**src/rtl/mc_control_fsm.sv**
```systemverilog
// -----------------------------------------------------------------------------
// mc_control_fsm
//
// Multi-cycle control sequencer for a single-ALU MIPS datapath. Each
// instruction steps through FETCH -> DECODE -> (EXEC -> MEM -> WB | BRANCH |
// JUMP). The sequencer produces ALU, memory, register-file and PC strobes.
// Data-memory accesses wait on dm_ready, and a bounded wait counter aborts the
// access when memory never answers.
//
// Optional feature: define MC_PERF_CNT_EN to add the perf_cycles and
// perf_retired performance counters.
//
// Ports:
//   clk          rising-edge clock
//   rst          synchronous active-high reset (all outputs forced to 0)
//   opcode       instr[31:26] from the instruction register
//   funct        instr[5:0] from the instruction register
//   alu_zero     ALU zero flag (beq condition)
//   dm_ready     data memory accepted write / read data valid
//   ir_write     latch instruction into IR
//   pc_write     update PC
//   pc_src       00 PC+4, 01 branch target, 10 jump target
//   reg_write    register-file write enable
//   reg_dst      1 = rd, 0 = rt
//   alu_op       00 add, 10 sub, 01 or, 11 lui
//   alu_src_imm  ALU second operand is the immediate
//   dm_write     data memory write enable
//   dm_to_reg    data memory read select (lw)
//   state        current state encoding (debug)
//   instr_done   one-cycle pulse on instruction retire
//   illegal_op   one-cycle pulse on an undecodable instruction
//   mem_timeout  one-cycle pulse when a MEM wait is aborted
//   perf_cycles  non-reset cycle count      (MC_PERF_CNT_EN only)
//   perf_retired retired instruction count  (MC_PERF_CNT_EN only)
// -----------------------------------------------------------------------------
module mc_control_fsm #(
    parameter int MEM_WAIT_MAX = 15,
    parameter int PERF_W       = 32
) (
    input  logic              clk,
    input  logic              rst,
    input  logic [5:0]        opcode,
    input  logic [5:0]        funct,
    input  logic              alu_zero,
    input  logic              dm_ready,
    output logic              ir_write,
    output logic              pc_write,
    output logic [1:0]        pc_src,
    output logic              reg_write,
    output logic              reg_dst,
    output logic [1:0]        alu_op,
    output logic              alu_src_imm,
    output logic              dm_write,
    output logic              dm_to_reg,
    output logic [3:0]        state,
    output logic              instr_done,
    output logic              illegal_op,
    output logic              mem_timeout
`ifdef MC_PERF_CNT_EN
    ,
    output logic [PERF_W-1:0] perf_cycles,
    output logic [PERF_W-1:0] perf_retired
`endif
);

    typedef enum logic [3:0] {
        S_FETCH  = 4'd0,
        S_DECODE = 4'd1,
        S_EXEC   = 4'd2,
        S_MEM_RD = 4'd3,
        S_MEM_WR = 4'd4,
        S_WB     = 4'd5,
        S_BRANCH = 4'd6,
        S_JUMP   = 4'd7
    } state_t;

    localparam logic [5:0] OP_RTYPE = 6'b000000;
    localparam logic [5:0] OP_ORI   = 6'b001101;
    localparam logic [5:0] OP_LUI   = 6'b001111;
    localparam logic [5:0] OP_LW    = 6'b100011;
    localparam logic [5:0] OP_SW    = 6'b101011;
    localparam logic [5:0] OP_BEQ   = 6'b000100;
    localparam logic [5:0] OP_J     = 6'b000010;
    localparam logic [5:0] FN_ADD   = 6'b100000;
    localparam logic [5:0] FN_SUB   = 6'b100010;

    // Wait counter is just wide enough to hold MEM_WAIT_MAX.
    localparam int               CNT_W      = (MEM_WAIT_MAX > 1) ? $clog2(MEM_WAIT_MAX + 1) : 1;
    localparam logic [CNT_W-1:0] WAIT_MAX_C = CNT_W'(MEM_WAIT_MAX);
    localparam logic             TIMEOUT_EN = (MEM_WAIT_MAX != 0);

    if (PERF_W < 1) begin : g_bad_perf_w
        $error("mc_control_fsm: PERF_W must be at least 1");
    end

    state_t           r_state;
    state_t           w_next_state;
    logic [5:0]       r_opcode;
    logic [5:0]       r_funct;
    logic [CNT_W-1:0] r_wait_cnt;
    logic             w_in_mem;
    logic             w_timeout;

    // True for every instruction this sequencer knows how to execute.
    function automatic logic f_is_legal(input logic [5:0] op, input logic [5:0] fn);
        logic legal;
        case (op)
            OP_RTYPE: legal = (fn == FN_ADD) || (fn == FN_SUB);
            OP_ORI, OP_LUI, OP_LW, OP_SW, OP_BEQ, OP_J: legal = 1'b1;
            default:  legal = 1'b0;
        endcase
        return legal;
    endfunction

    // ALU operation for the EXEC step; also held through MEM and WB.
    function automatic logic [1:0] f_alu_op(input logic [5:0] op, input logic [5:0] fn);
        logic [1:0] sel;
        case (op)
            OP_RTYPE: sel = (fn == FN_SUB) ? 2'b10 : 2'b00;
            OP_ORI:   sel = 2'b01;
            OP_LUI:   sel = 2'b11;
            default:  sel = 2'b00;
        endcase
        return sel;
    endfunction

    // Immediate-operand instructions.
    function automatic logic f_alu_imm(input logic [5:0] op);
        logic imm;
        case (op)
            OP_ORI, OP_LUI, OP_LW, OP_SW: imm = 1'b1;
            default:                      imm = 1'b0;
        endcase
        return imm;
    endfunction

    assign w_in_mem  = (r_state == S_MEM_RD) || (r_state == S_MEM_WR);
    // A ready memory on the same cycle wins over the abort.
    assign w_timeout = TIMEOUT_EN && w_in_mem && !dm_ready && (r_wait_cnt == WAIT_MAX_C);

    // State register.
    always_ff @(posedge clk) begin
        if (rst) begin
            r_state <= S_FETCH;
        end else begin
            r_state <= w_next_state;
        end
    end

    // Latch opcode/funct in DECODE so later states are immune to IR changes.
    always_ff @(posedge clk) begin
        if (rst) begin
            r_opcode <= 6'd0;
            r_funct  <= 6'd0;
        end else if (r_state == S_DECODE) begin
            r_opcode <= opcode;
            r_funct  <= funct;
        end else begin
            r_opcode <= r_opcode;
            r_funct  <= r_funct;
        end
    end

    // Count unanswered MEM cycles; zero outside MEM so every entry starts fresh.
    always_ff @(posedge clk) begin
        if (rst) begin
            r_wait_cnt <= {CNT_W{1'b0}};
        end else if (w_in_mem && !dm_ready) begin
            if (r_wait_cnt != WAIT_MAX_C) begin
                r_wait_cnt <= r_wait_cnt + CNT_W'(1);
            end else begin
                r_wait_cnt <= r_wait_cnt;
            end
        end else begin
            r_wait_cnt <= {CNT_W{1'b0}};
        end
    end

    // Next-state logic.
    always_comb begin
        w_next_state = S_FETCH;
        case (r_state)
            S_FETCH: w_next_state = S_DECODE;
            S_DECODE: begin
                if (!f_is_legal(opcode, funct)) begin
                    w_next_state = S_FETCH;
                end else if (opcode == OP_BEQ) begin
                    w_next_state = S_BRANCH;
                end else if (opcode == OP_J) begin
                    w_next_state = S_JUMP;
                end else begin
                    w_next_state = S_EXEC;
                end
            end
            S_EXEC: begin
                if (r_opcode == OP_LW) begin
                    w_next_state = S_MEM_RD;
                end else if (r_opcode == OP_SW) begin
                    w_next_state = S_MEM_WR;
                end else begin
                    w_next_state = S_WB;
                end
            end
            S_MEM_RD: begin
                if (dm_ready) begin
                    w_next_state = S_WB;
                end else if (w_timeout) begin
                    w_next_state = S_FETCH;
                end else begin
                    w_next_state = S_MEM_RD;
                end
            end
            S_MEM_WR: begin
                if (dm_ready || w_timeout) begin
                    w_next_state = S_FETCH;
                end else begin
                    w_next_state = S_MEM_WR;
                end
            end
            S_WB, S_BRANCH, S_JUMP: w_next_state = S_FETCH;
            default: w_next_state = S_FETCH;
        endcase
    end

    // Output decode; everything is held at 0 while reset is asserted.
    always_comb begin
        ir_write    = 1'b0;
        pc_write    = 1'b0;
        pc_src      = 2'b00;
        reg_write   = 1'b0;
        reg_dst     = 1'b0;
        alu_op      = 2'b00;
        alu_src_imm = 1'b0;
        dm_write    = 1'b0;
        dm_to_reg   = 1'b0;
        state       = 4'd0;
        instr_done  = 1'b0;
        illegal_op  = 1'b0;
        mem_timeout = 1'b0;
        if (!rst) begin
            state = r_state;
            case (r_state)
                S_FETCH: begin
                    ir_write = 1'b1;
                    pc_write = 1'b1;
                end
                S_DECODE: begin
                    illegal_op = !f_is_legal(opcode, funct);
                end
                S_EXEC: begin
                    alu_op      = f_alu_op(r_opcode, r_funct);
                    alu_src_imm = f_alu_imm(r_opcode);
                end
                S_MEM_RD: begin
                    alu_op      = f_alu_op(r_opcode, r_funct);
                    alu_src_imm = f_alu_imm(r_opcode);
                    dm_to_reg   = 1'b1;
                    mem_timeout = w_timeout;
                end
                S_MEM_WR: begin
                    alu_op      = f_alu_op(r_opcode, r_funct);
                    alu_src_imm = f_alu_imm(r_opcode);
                    // Write is held while waiting, dropped on the abort cycle.
                    dm_write    = !w_timeout;
                    mem_timeout = w_timeout;
                    instr_done  = dm_ready;
                end
                S_WB: begin
                    alu_op      = f_alu_op(r_opcode, r_funct);
                    alu_src_imm = f_alu_imm(r_opcode);
                    reg_write   = 1'b1;
                    reg_dst     = (r_opcode == OP_RTYPE);
                    dm_to_reg   = (r_opcode == OP_LW);
                    instr_done  = 1'b1;
                end
                S_BRANCH: begin
                    alu_op     = 2'b10;
                    pc_src     = 2'b01;
                    pc_write   = alu_zero;
                    instr_done = 1'b1;
                end
                S_JUMP: begin
                    pc_src     = 2'b10;
                    pc_write   = 1'b1;
                    instr_done = 1'b1;
                end
                default: begin
                    state = r_state;
                end
            endcase
        end else begin
            state = 4'd0;
        end
    end

`ifdef MC_PERF_CNT_EN
    logic [PERF_W-1:0] r_perf_cycles;
    logic [PERF_W-1:0] r_perf_retired;

    // Free-running performance counters, wrapping naturally.
    always_ff @(posedge clk) begin
        if (rst) begin
            r_perf_cycles  <= {PERF_W{1'b0}};
            r_perf_retired <= {PERF_W{1'b0}};
        end else begin
            r_perf_cycles <= r_perf_cycles + PERF_W'(1);
            if (instr_done) begin
                r_perf_retired <= r_perf_retired + PERF_W'(1);
            end else begin
                r_perf_retired <= r_perf_retired;
            end
        end
    end

    assign perf_cycles  = rst ? {PERF_W{1'b0}} : r_perf_cycles;
    assign perf_retired = rst ? {PERF_W{1'b0}} : r_perf_retired;
`endif

endmodule

```
**config.mk**
```make
export PLATFORM = sky130hd
export DESIGN_NAME = mc_control_fsm
export DESIGN_NICKNAME = d
export VERILOG_FILES = /design/src/rtl/mc_control_fsm.sv
export SDC_FILE = /design/constraint.sdc
export NUM_CORES = 1
export LEC_CHECK = 0
export CORE_ASPECT_RATIO = 0.6
export CORE_MARGIN = 4
export CORE_UTILIZATION = 35
export CTS_CLUSTER_DIAMETER = 150
export DETAILED_ROUTE_END_ITERATION = 10
export PLACE_DENSITY = 0.65
export SYNTH_ARGS = -nofsm -noshare
export SYNTH_HDL_FRONTEND = slang
export SYNTH_SLANG_ARGS = --single-unit
export TNS_END_PERCENT = 50
```
**constraint.sdc**
```tcl
create_clock -name clk -period 1.8 [get_ports clk]
set_input_delay 0.54 -clock clk [delete_from_list [all_inputs] [get_ports clk]]
set_output_delay 0.54 -clock clk [all_outputs]
set_load 0.05 [all_outputs]
```
# After elaboration in Yosys (flattened, before gate mapping)
# Index checks and enable logic that the tools add are counted.
# classes
mux,40
div,0
n_eq_ne,22
n_shift,0
add_sub_neg,1
bitwise_logic,1
mul,0
order_cmp,0
n_reduce_logical,18
# ops
op,n
equality test 6 bit (second input constant),7
equality test 6 x 4 -> 1 bit (second input constant),4
2-to-1 mux 1 bit,21
2-to-1 mux 3 bit,6
equality test 4 x 3 -> 1 bit (second input constant),4
case mux 3 bit (5 select lines),1
zero test 6 bit,2
equality test 4 x 2 -> 1 bit (second input constant),2
2-to-1 mux 2 bit,4
case mux 1 bit (2 select lines),4
case mux 2 bit (2 select lines),2
OR reduction 4 bit,2
equality test 6 x 2 -> 1 bit (second input constant),1
equality test 6 x 3 -> 1 bit (second input constant),1
case mux 2 bit (3 select lines),1
OR reduction 2 bit,3
OR reduction 6 bit,1
adder 4 x 1 -> 4 bit (second input constant),1
equality test 4 x 1 -> 1 bit (second input constant),1
equality test 4 bit (second input constant),1
zero test 4 bit,1
2-to-1 mux 4 bit,1
!= test 4 bit (second input constant),1
zero test 1 bit,3
other kinds (4),7
# word_totals
output_inout_bits,18
mem_bits_rw,0
rom_bits,0
n_memories,0
in_bits,16
ff_bits,20
latchBits,0
wordCells,86

# Longest topological paths before layout
# Gate-level depths: netlist (run 1).
# depth
ltp_word,8
ltp_mapped,6
mapped_depth_nobuf,5

# Worst setup path before layout (run 1)
# No wires, ideal clock.
# synth_timing
path_kind,in2out
from,input rst
to,output alu_op[1]
setup_slack_ns,-1.577
required_time_ns,1.260
path_buffers,0
path_stages,3
arrival_time_ns,2.837
path_cell_list,nor4_1 -> nand2_1 -> nand3b_1
# synth_between
elab_chain_len,1
# synth_rtl
element,line,rtl
from (decl),41,"input logic rst,"
2-to-1 mux 2 bit,240,if (!rst) begin
to (decl),51,"output logic [1:0] alu_op,"
# Every way passes these cells.

# Final worst setup path (run 1)
# layout_timing
from,register r_opcode[4]
to,output dm_to_reg
# layout_between
elab_chain_len,3
# layout_rtl
element,line,rtl
from (decl),98,logic [5:0] r_opcode;
from (signal assigned),156,r_opcode <= opcode;
from (signal assigned),159,r_opcode <= r_opcode;
equality test 6 bit,273,dm_to_reg = (r_opcode == OP_LW);
case mux 1 bit (2 select lines),242,case (r_state)
2-to-1 mux 1 bit,240,
to (decl),54,"output logic dm_to_reg,"
# Every way passes these cells.

==> impl_results.md, run 1 <==
* Status: finished, violations left
* Failing checks: setup timing
* Final slew viol count at 0
* GRT Total Usage at 20.7%
* Setup TNS at -3410 ps
* Placed Cells at 257
* Dominant cells by area after synthesis: dfxtp_1 (34%), nand2_1 (9.3%), a21oi_1 (6.6%)
* Core area at 2980 um^2
* Yosys top cell area share at 33.6%
* DP HPWL at 2950 um
* Die W at 81.4 um
* Vias at 1,460
* Crit start category: flop
* N_diodes at 0
* Row count at 15
* Cell Area, Synth at 1130 um^2
* Crit Path Category: flop to output pin
* Net Sw Frac at 30.3%
* Worst setup margin at -601 ps
* Power per cell area at 465 nW/um^2
* Syn_nets at 169
* Initial Util at 37.9%
* Crit path capture type: output pin
* Final clock skew at 0.719 ps
* H-tree Lvls at 1
* Clk slew on worst S/H paths at 70 ps
* Sequential element share of the synthesized area at 33.6%
* Clk_lat worst skew at 250 ps
* Worst EP required at 1260 ps
* Num CTS Buffers at 3
* Yosys reg bits at 19
* Final setup viols at 17
* Area Growth Syn to Fin at 113%
* DRT Pass-1 Iters at 4
* First-pass GRT wire length at 6730 um
* GR peak layer: met2
* Syn. warnings at 0
* Synthesized area per cell at 7.44 um^2
* Unrepaired setup endpoints after global routing: yes
* Crit-path slowest cell: or3b_4
* Chip height at 52.0 um
* CP peak stage delay at 400 ps
* Mean routed wirelength per cell at 15.6 um
* Pin count of the biggest net entering global routing at 17
* Fin crit period at 2400 ps
* GP Congestion at 0.907
* Min-Delay Path Class: flop to flop
* Power Total at 1120 uW
* Reg power frac at 40.5%
* Vias/cell at 5.29
* Layout cells sized above 1 at 57.7%
* Initial antenna violation count at 0
* Port bufs at 32
* Post-synth ARST share at 0%
* WHS at 461 ps
* Worst ir drop on vdd at 0.000502 V
* Total grt overflow at 0
* WL final at 4320 um
* Arr. time, crit path at 1860 ps
* Vias in the first global route at 1,401
* Flip-flop and latch area at 403 um^2
* Prevailing post-synth register cell: dfxtp_1
* Io pins at 34
* Post-route ant nets at 0
* CP cell instances: nand4b_1 > or3_4 > or3b_4 > a21boi_4 > buf_12
* Util after Layout at 80.9%
* GRT met2 Usage at 36.4%
* Multi-input gate area at 990 um^2
* Leak Pwr at 0.000943 uW
* Ratio of final minimum period to clock period at 133%
* DRC at 0
* Max transition margin at 51.2%
* Met3 Use GR at 3.98%
* Met1 Use GR at 27.0%
* Max FO, Critical Path at 2
* Max Cap Viol at 0
* DRT iter0 DRCs at 79
* Switch Pwr at 340 uW
* Synth area leader: dfxtp_1
* Longest Clk Path Bufs at 2
* Max frequency at 0.417 GHz
* Clock sink count at 19
* Fin. Hold Viols at 0
* Netlist cell types at 40
* CTS tree: yes
* Fillers at 176
* Internal power at 781 uW
* Clock share of power at 26.6%
* Final net count at 252
* Cell count after synthesis at 152
* Worst slew pin tran at 730 ps
* EDFF count, synth at 0
* Logic pwr share at 32.8%
* Die ar. at 4240 um^2
* Root Buffer: clkbuf_8
* Post-Layout Cell Count at 276
==> sequential cells by signal, indices dropped and copies added, names as in the netlist <==
signal / count
r_funct: 6
r_opcode: 6
r_state: 3
r_wait_cnt: 4
==> Yosys cell counts (2+ instances only) <==
library cell / instances
nand4b_1: 3
xnor2_1: 3
nand3b_1: 4
clkbuf_1: 6
nor2_1: 16
dfxtp_1: 19
or4b_1: 2
or3_1: 4
nand2b_1: 5
nor3_1: 3
and3_1: 2
nand3_1: 2
o21a_1: 2
nor4_1: 6
inv_1: 2
buf_4: 2
nor2b_1: 3
a21oi_1: 15
nand2_1: 28
nor3b_1: 3
a31oi_1: 2
o211ai_1: 2
==> power groups by stage <==
stage / combinational (uW) / clock, uW / sequential (uW)
6_report: 368 / 299 / 455
3_5_place_dp: 310 / 0 / 467
4_1_cts: 334 / 303 / 453
3_3_place_gp: 303 / 0 / 465
2_1_floorplan: 154 / 0 / 467
5_1_grt: 393 / 331 / 457
==> path summary, 6_finish.rpt <==
check	startpoint	endpoint	slack [ps]	depth (start not counted)
worst max-delay path	r_opcode[4]$_SDFFE_PP0N_	dm_to_reg	-600	5
worst min-delay path	r_funct[3]$_SDFFE_PP0N_	r_funct[3]$_SDFFE_PP0N_	460	2
worst max register to register	r_opcode[4]$_SDFFE_PP0N_	r_state[1]$_SDFF_PP0_	70	5
worst min register to register	r_funct[3]$_SDFFE_PP0N_	r_funct[3]$_SDFFE_PP0N_	460	2
==> repair_timing <==
action / CTS / global route
pin swaps: 18 / 15
endpoints found under the setup margin: 20 / 31
gates resized for setup: 64 / 38
buffers inserted: 7 / 9
hold buffers: 0 / 0
hold endpoints to repair: 0 / 0
==> layout make-up <==
type	instances	share of cell area, %
multi-input combinational	121	41.0
timing repair buffer	88	38.0
sequential	19	16.7
tap	42	2.18
clock buffer	4	1.87
inverter	2	0.311
==> cells in the final DEF, fill, tap and decap left out, types with 2 or more instances in the layout <==
| cell | synthesis | routed |
|---|---|---|
| buf_6 | 1 | 11 |
| and3_4 | 0 | 2 |
| nand2b_1 | 5 | 3 |
| a31oi_1 | 2 | 2 |
| nor3b_2 | 0 | 3 |
| nand4b_1 | 3 | 3 |
| a21oi_1 | 15 | 13 |
| nand2_1 | 28 | 28 |
| nor2_2 | 0 | 3 |
| nor2b_4 | 0 | 3 |
| dfxtp_2 | 0 | 3 |
| buf_4 | 2 | 46 |
| nand2b_4 | 0 | 2 |
| o21a_1 | 2 | 2 |
| clkbuf_8 | 0 | 3 |
| dfxtp_4 | 0 | 5 |
| nor2_4 | 0 | 3 |
| or3_4 | 0 | 3 |
| nor4_4 | 0 | 5 |
| a21oi_4 | 0 | 2 |
| nor2_1 | 16 | 10 |
| buf_12 | 0 | 18 |
| dfxtp_1 | 19 | 11 |
| nor3_2 | 0 | 2 |
| nand3b_1 | 4 | 4 |
| dlygate4sd2_1 | 0 | 2 |
| clkdlybuf4s50_1 | 0 | 2 |
| clkbuf_2 | 0 | 8 |
| o211ai_1 | 2 | 2 |
==> metrics by stage <==
stage          worst slack, ps  area [um^2]
6_report                  -601         2410
5_1_grt                   -642         2410
4_1_cts                   -585         2300
3_5_place_dp              -734         2040
3_3_place_gp              -696         2040
2_1_floorplan             -510         1270
==> layer usage <==
layer / share of wire [%] / wire length, um
met2: 51 / 2180
met1: 44 / 1910
met4: 0.19 / 8
met3: 4.9 / 210
met5: 0 / 0
==> logic make-up after synthesis <==
group | share of synthesized area, %
compound gates | 16.8
mux | 0.885
fa+ha+maj | 1.11
flops | 33.6
simple gates | 39.5
other cells | 0.332
xor+xnor | 2.32
buf+inv | 5.42
==> critical path: cells and delay by family, from the launching register on <==
family	cells	cell delay, ps
AOI/OAI and AO/OA	1	170
buffers and inverters	1	150
DFF	1	310
and+or+nand+nor	3	980
Power figures use the tool's default switching activity.
==> inputs of run 2 (changes only) <==
--- a/config.mk
+++ b/config.mk
@@ -5,7 +5,7 @@
 export SDC_FILE = /design/constraint.sdc
 export NUM_CORES = 1
 export LEC_CHECK = 0
-export CORE_ASPECT_RATIO = 0.6
+export CORE_ASPECT_RATIO = 0.9
 export CORE_MARGIN = 4
 export CORE_UTILIZATION = 35
 export CTS_CLUSTER_DIAMETER = 150
==> impl_results.md, run 2 (same netlist as run 1, synthesis figures left out) <==
* Status: finished, violations left
* Failing checks: setup timing
* Mean routed wirelength per cell at 15.2 um
* Core area at 3070 um^2
* Post-Layout Cell Count at 275
* Port bufs at 32
* Vias at 1,444
* GP Congestion at 0.934
* Placed Cells at 261
* Ratio of final minimum period to clock period at 137%
* Leak Pwr at 0.000946 uW
* Layout cells sized above 1 at 57.1%
* Arr. time, crit path at 1920 ps
* Final clock skew at 4.91 ps
* Max frequency at 0.407 GHz
* Num CTS Buffers at 3
* DRC at 0
* DRT iter0 DRCs at 81
* Most frequent cells in the layout: buf_4 (42), nand2_1 (28), buf_12 (18)
* Reg2reg setup slack at 80 ps
* Power per cell area at 430 nW/um^2
* Post-route ant nets at 0
* DP HPWL at 2910 um
* Fin crit period at 2460 ps
* Most common cell after layout, fill and taps aside: buf_4
* WHS at 467 ps
* Die ar. at 4210 um^2
* Total grt overflow at 0
* Root Buffer: clkbuf_4
* Crit Path Category: flop to output pin
* Clk slew on worst S/H paths at 110 ps
* Row count at 19
* Initial antenna violation count at 0
* Crit start category: flop
* Power Total at 1030 uW
* Vias in the first global route at 1,388
* First-pass GRT wire length at 6100 um
* Chip height at 61.9 um
* Fin. Hold Viols at 0
* Worst EP required at 1260 ps
* Initial Util at 36.9%
* CTS tree: yes
* Die W at 67.9 um
* Pin count of the biggest net entering global routing at 15
* Worst setup margin at -659 ps
* Longest Clk Path Bufs at 2
* Clock sink count at 19
* Final setup viols at 17
* DRT Pass-1 Iters at 4
* GRT Total Usage at 19.1%
* WL final at 4180 um
* Largest registers: r_funct (6), r_opcode (6), r_wait_cnt (4)
* Max Cap Viol at 0
* Vias/cell at 5.25
* Max FO, Critical Path at 2
* N_diodes at 0
* Io pins at 34
* Worst ir drop on vdd at 0.000397 V
* Hold_buf cts at 0
* Crit path capture type: output pin
* Area Growth Syn to Fin at 113%
* Final net count at 251
* Clk_lat worst skew at 300 ps
* Unrepaired setup endpoints after global routing: yes
* Min-Delay Path Class: flop to flop
* Final slew viol count at 0
* H-tree Lvls at 1
run 2: changes by cell type in the layout (fill, tap and decap cells not counted), sizes merged:
cell / before / now
buf: 75 / 73
clkdlybuf4s15: 1 / 0
clkdlybuf4s50: 2 / 3
dlygate4sd2: 2 / 1
dlymetal6s2s: 0 / 2
run 2: cell type report:
class / instances / area, um^2
Timing Repair Buffer: 87 / 923
Multi-Input combinational cell: 121 / 998
Inverter: 2 / 7.51
Fill cell: 172 / 662
Sequential cell: 19 / 397
Tap cell: 42 / 52.6
Clock buffer: 4 / 26.3
run 2: worst max-delay path, stage by stage (launching register included):
cell and delay (ps):
dfxtp_1 330, nand4b_1 210, or3_4 360, or3b_4 420
a21boi_4 160, buf_12 150
run 2: metrics by stage:
| stage | setup TNS [ps] | worst slack (ps) | utilization, % | instance area (um^2) |
|---|---|---|---|---|
| after floorplan | -3660 | -510 | - | 1270 |
| final | -4160 | -659 | 78.4 | 2400 |
| after CTS | -4050 | -668 | 75.3 | 2310 |
| after global placement | -10480 | -691 | 67.6 | 2070 |
| after detailed placement | -10670 | -746 | 67.6 | 2070 |
| after global routing | -5130 | -715 | 78.4 | 2400 |
run 2: power breakdown:
part	switching, uW	internal, uW
combinational	180	183
sequential	14.8	440
clock	131	86.3
run 2: routing by layer:
metal / global-route usage [%] / up-vias / routed length [um]
met5: 0 / - / 0
met4: 7.65 / 0 / 76
met3: 2.52 / 10 / 174
met2: 36.0 / 44 / 2280
met1: 21.9 / 685 / 1650
li1: - / 705 / -
run 2: timing repair:
action / in CTS / in global routing
pin swaps: 13 / 19
setup endpoints to repair: 20 / 28
gates resized for setup: 55 / 39
setup buffers: 5 / 6
run 2: final timing paths:
kind / from / end / cells past startpoint
max reg2reg: r_state[0]$_SDFF_PP0_ / r_state[1]$_SDFF_PP0_ / 6
min reg2reg: r_funct[3]$_SDFFE_PP0N_ / r_funct[3]$_SDFFE_PP0N_ / 2
min: r_funct[3]$_SDFFE_PP0N_ / r_funct[3]$_SDFFE_PP0N_ / 2
max: r_opcode[4]$_SDFFE_PP0N_ / dm_to_reg / 5
